## src/rtl/interp_fir8_pipe.sv

```systemverilog
// 8-tap 1/16-sample luma interpolation filter: sliding window, shift-add products,
// two partial sums, then round/shift/clip, all stalling together on output backpressure.
module interp_fir8_pipe #(
    parameter int IN_W      = 10,
    parameter int SHIFT     = 6,
    parameter int CLIP      = 1,
    parameter int FRAC_BITS = 4,
    localparam int OUT_W    = (CLIP != 0) ? IN_W : IN_W + 8 - SHIFT
) (
    input  logic                 clk,
    input  logic                 rst_n,
    input  logic                 in_valid,
    output logic                 in_ready,
    input  logic                 in_sol,
    input  logic [IN_W-1:0]      in_data,
    input  logic [FRAC_BITS-1:0] in_frac,
    output logic                 out_valid,
    input  logic                 out_ready,
    output logic [OUT_W-1:0]     out_data
);
    localparam int ACC_W = IN_W + 8;
    localparam int R_W   = ACC_W - SHIFT;
    localparam logic signed [ACC_W-1:0] RND  = ACC_W'(1 << (SHIFT - 1));
    localparam logic signed [R_W-1:0]   RMAX = R_W'((1 << IN_W) - 1);

    // Half table; rows 9..15 are the tap-reversed mirrors of rows 7..1.
    localparam int COEF [9][8] = '{
        '{ 0, 0,   0, 64,  0,   0, 0,  0},
        '{ 0, 1,  -3, 63,  4,  -2, 1,  0},
        '{-1, 2,  -5, 62,  8,  -3, 1,  0},
        '{-1, 3,  -8, 60, 13,  -4, 1,  0},
        '{-1, 4, -10, 58, 17,  -5, 1,  0},
        '{-1, 4, -11, 52, 26,  -8, 3, -1},
        '{-1, 3,  -9, 47, 31, -10, 4, -1},
        '{-1, 4, -11, 45, 34, -10, 4, -1},
        '{-1, 4, -11, 40, 40, -11, 4, -1}
    };

    function automatic logic [ACC_W-1:0] shadd(input logic [IN_W-1:0] x, input logic [7:0] c);
        logic [6:0]       mag;
        logic [ACC_W-1:0] acc;
        mag = c[7] ? 7'(-c) : c[6:0];
        acc = '0;
        for (int b = 0; b < 7; b++)
            if (mag[b]) acc = acc + (ACC_W'(x) << b);
        return c[7] ? -acc : acc;
    endfunction

    logic [7:0][IN_W-1:0]  w;
    logic [2:0]            fill;
    logic [FRAC_BITS-1:0]  frac0;
    logic [3:0]            vld_pipe;
    logic [7:0][ACC_W-1:0] prod, p1;
    logic [1:0][ACC_W-1:0] p2;
    logic                  stall, accept, issue, rev;
    logic [3:0]            ridx;
    logic signed [ACC_W-1:0] sum, rnd;
    logic signed [R_W-1:0]   r;
    logic [OUT_W-1:0]        res;

    assign out_valid = vld_pipe[3];
    assign stall     = out_valid && !out_ready;
    assign in_ready  = !stall;
    assign accept    = in_valid && in_ready;
    assign issue     = accept && (fill == 3'd7) && !in_sol;

    assign rev  = frac0 > 4'd8;
    assign ridx = rev ? 4'(5'd16 - 5'(frac0)) : 4'(frac0);

    for (genvar k = 0; k < 8; k++) begin : g_tap
        logic [7:0] c;
        assign c       = rev ? 8'(COEF[ridx][7-k]) : 8'(COEF[ridx][k]);
        assign prod[k] = shadd(w[k], c);
    end

    assign sum = p2[0] + p2[1];
    assign rnd = sum + RND;
    assign r   = R_W'(rnd >>> SHIFT);

    if (CLIP != 0) begin : g_clip
        always_comb begin
            if (r < 0)          res = '0;
            else if (r > RMAX)  res = '1;
            else                res = OUT_W'(r);
        end
    end else begin : g_noclip
        assign res = OUT_W'(r);
    end

    always_ff @(posedge clk) begin
        if (!rst_n) begin
            w        <= '0;
            fill     <= '0;
            frac0    <= '0;
            vld_pipe <= '0;
            p1       <= '0;
            p2       <= '0;
            out_data <= '0;
        end else if (!stall) begin
            if (accept) begin
                w     <= {in_data, w[7:1]};
                frac0 <= in_frac;
                fill  <= in_sol ? 3'd0 : ((fill == 3'd7) ? fill : fill + 3'd1);
            end
            vld_pipe <= {vld_pipe[2:0], issue};
            p1       <= prod;
            p2[0]    <= p1[0] + p1[1] + p1[2] + p1[3];
            p2[1]    <= p1[4] + p1[5] + p1[6] + p1[7];
            out_data <= res;
        end
    end
endmodule

```

## config.mk

```make
export PLATFORM = sky130hd
export DESIGN_NAME = interp_fir8_pipe
export DESIGN_NICKNAME = d
export VERILOG_FILES = /design/src/rtl/interp_fir8_pipe.sv
export SDC_FILE = /design/constraint.sdc
export NUM_CORES = 1
export LEC_CHECK = 0
export BUFFER_PORTS_ARGS = -buffer_cell sky130_fd_sc_hd__buf_4
export CAP_MARGIN = 20
export CORE_AREA = 2 2 217 219
export CTS_CLUSTER_DIAMETER = 200
export DETAILED_ROUTE_END_ITERATION = 8
export DIE_AREA = 0 0 219 221
export PLACE_DENSITY = 0.72
export SYNTH_ARGS = -nofsm -noshare
export SYNTH_HDL_FRONTEND = slang
export SYNTH_SLANG_ARGS = --single-unit
```

## constraint.sdc

```tcl
create_clock -name clk -period 12.7 [get_ports clk]
set_clock_uncertainty 0.1 [all_clocks]
set_input_delay 2.54 -clock clk [delete_from_list [all_inputs] [get_ports clk]]
set_output_delay 2.54 -clock clk [all_outputs]
set_load 0.03 [all_outputs]
```

==> out/results.tsv <==
stage	metric	value	unit
synthesis	register area share after synthesis	21.39	%
worst_setup_path	CP max stage cell	dfxtp_1	
power	sw frac	35.69	%
worst_setup_path	WP data arrival	10.99	ns
global_route	first-pass GRT wire length	113800	µm
worst_setup_path	Most common cell on crit path	ha_1	
drt	WL per Instance	18.54	µm
global_route	vias in the first global route	22133	
timing	Final setup viols	0	
timing	worst relative slew slack	23.73	%
power	PwrDens	101.1	nW/µm²
worst_hold_path	Hold Crit Class	reg -> reg	
drt	WL final	70550	µm
synthesis	synth warn	0	
clock_network	H-tree levels	1	
floorplan	Initial Util	54.67	%
final_layout	area delta synth->final	6.295	%
clock_network	Root Driver	clkbuf_16	
power	Pint	1.740	mW
placed_design	dpl cells	3751	
final_layout	fin cells	3805	
timing	Hold Slack	0.3374	ns
global_route	GRT Overall Usage	28.75	%
floorplan	CORE AREA	46060	µm²
clock_network	Resized Gates After CTS	0	
drt	remaining antenna violation count after routing	0	
floorplan	chip height	221	µm
clock_network	clk sink count	269	
power	P_sw	0.9655	mW
final_layout	total area of sequential cells	5385	µm²
synthesis	Synth top area share	21.39	%
clock_network	Clock Path Buffers	3	
global_route	largest net degree at the start of global routing	120	
final_layout	Fill cells	4250	
placed_design	Post-DP HPWL	54190	µm
power	combinational power share	32.1	%
synthesis	top_reg_cell synth	dfxtp_1	
clock_network	hold_buf cts	0	
floorplan	DIE AREA	48400	µm²
final_layout	nets	3564	
placed_design	number of port buffers	30	
timing	Final min period	10.67	ns
global_route	initial antenna violation count	1	
synthesis	Yosys top cell by area	dfxtp_1	
timing	unrepaired setup endpoints after global routing	no	
floorplan	Die Width	219	µm
drt	1st-iter DRT viols	1882	
timing	Hold Vio Cnt, Final	0	
floorplan	Top Ports	31	
status	status	finished clean	
synthesis	Synth top cells by count	462 x nand2_1, 388 x a21oi_1, 288 x ha_1, 269 x dfxtp_1, 222 x nor2_1	
worst_setup_path	CP Max Fanout	12	
clock_network	TritonCTS buffer count	28	
timing	final period utilization	84.05	%
synthesis	number of synthesized register bits	269	
synthesis	Synth cell types	110	
power	total power	2.705	mW
timing	worst-margin pin slew	1.129	ns
final_layout	Multi-input gate area	18600	µm²
final_layout	layout cells sized above 1	6.350	%
global_route	total global routing overflow	0	
synthesis	top-count cell post-synth	nand2_1	
clock_network	Clk Latency, worst-skew pair	0.58	ns
power	worst IR drop on VDD	0.0001215	V
timing	FMAX	93.69	MHz
synthesis	Post-Synthesis Cells	3233	
worst_setup_path	CP Capture Type	flip-flop	
worst_setup_path	kind of critical path	reg -> reg	
worst_setup_path	startpoint class of the critical path	flip-flop	
synthesis	Post-Syn Area	25180	µm²
power	sequential group share of total power	36.4	%
timing	setup TNS	0	ns
power	P_leak	12.17	nW
timing	Max Slew Vio Count	0	
worst_setup_path	max incr delay on CP	0.59	ns
worst_setup_path	Worst Path Required	13.01	ns
synthesis	syn avg cell area	7.789	µm²
job	max-cap violations	0	
placed_design	Final GP Congestion	0.9089	
drt	post-DR vias/cell	6.054	
clock_network	clk slew on worst S/H paths	0.07	ns
drt	DR vias	23036	
synthesis	EDFF count, synth	0	
drt	DRC viols	0	
drt	DR pass1 iterations	9	
synthesis	top cells by area, synth	dfxtp_1 21%, ha_1 14%, a21oi_1 7.7%	
synthesis	syn_nets	3621	
power	Clk pwr share	31.5	%
clock_network	CTS tree	built	
synthesis	Post-synth ARST share	0	%
clock_network	Post-CTS Setup Repair Bufs	0	
floorplan	Row Count	79	
cells in the final DEF (no fill, tap or decap), drive strengths merged, types with 52 or more instances in the layout:
cell type	netlist	routed
dfxtp	269	269
a21oi	389	389
ha	288	288
buf	36	57
a21o	67	67
xnor2	147	147
fa	81	81
nand3	52	52
xor2	63	63
inv	166	166
nor3	62	62
o21ai	220	220
nor2	225	225
nand2	464	464
cell type report:
class                           count  share of cell area, %
Multi-Input combinational cell   2653                  69.49
Sequential cell                   269                  20.12
Tap cell                          607                  2.837
Clock buffer                       34                  2.814
Inverter                          167                  2.365
Timing Repair Buffer               57                  1.627
Clock inverter                     17                 0.7339
Antenna cell                        1               0.009349
cell families (layout without fill, tap and decap cells):
family | after synthesis | count (layout) | synth area share (%)
simple gates | 1030 | 1030 | 18.84
compound gates | 985 | 985 | 24.29
fa+ha+maj | 369 | 369 | 20.75
buf+inv | 311 | 275 | 4.830
flops | 269 | 269 | 21.39
xor+xnor | 210 | 210 | 7.408
mux | 59 | 59 | 2.499
other cells | 0 | 1 | 0
worst paths after layout:
kind	from	endpoint	slack, ns	depth (start not counted)
max	frac0[0]	p1[69]	2.03	49
min	vld_pipe[0]	vld_pipe[1]	0.34	2
max reg2reg	frac0[0]	p1[69]	2.03	49
min reg2reg	vld_pipe[0]	vld_pipe[1]	0.34	2
worst max-delay path: cells and delay by family, from the launching register on:
kind	cells	cell delay, ns
AO/OA/AOI/OAI	20	4.18
XOR/XNOR	4	0.65
adder cells (fa/ha/maj)	9	2.69
buffers and inverters	3	0.50
flip-flops	1	0.59
multiplexers	2	0.27
AND/OR/NAND/NOR	11	1.55
flip-flops by register name (all words and copies together), names as in the netlist:
name and cells:
p1 132, w 80, p2 36, out_data 10
frac0 4, vld_pipe 4, fill 3
power groups by stage:
stage	sequential [mW]	clock (mW)	combinational [mW]
2_1_floorplan	0.996	0	0.619
3_3_place_gp	1.00	0	0.834
3_5_place_dp	1.00	0	0.853
4_1_cts	0.985	0.862	0.861
5_1_grt	0.993	0.895	0.966
6_report	0.986	0.852	0.868
stage by stage:
step	setup slack, ns	utilization, %	area, µm²
6_report	2.026	58.11	26770
5_1_grt	1.134	58.11	26760
4_1_cts	2.104	58.08	26750
3_5_place_dp	2.142	56.02	25800
3_3_place_gp	2.059	56.01	25800
2_1_floorplan	3.242	-	25180
routing by layer:
| layer | global-route usage (%) | wire length (µm) |
|---|---|---|
| met5 | 0 | 13 |
| met1 | 39.33 | 31510 |
| met4 | 7.454 | 1750 |
| met3 | 2.612 | 4796 |
| met2 | 48.52 | 32490 |
Note: power is estimated with default switching activity, not from simulation.
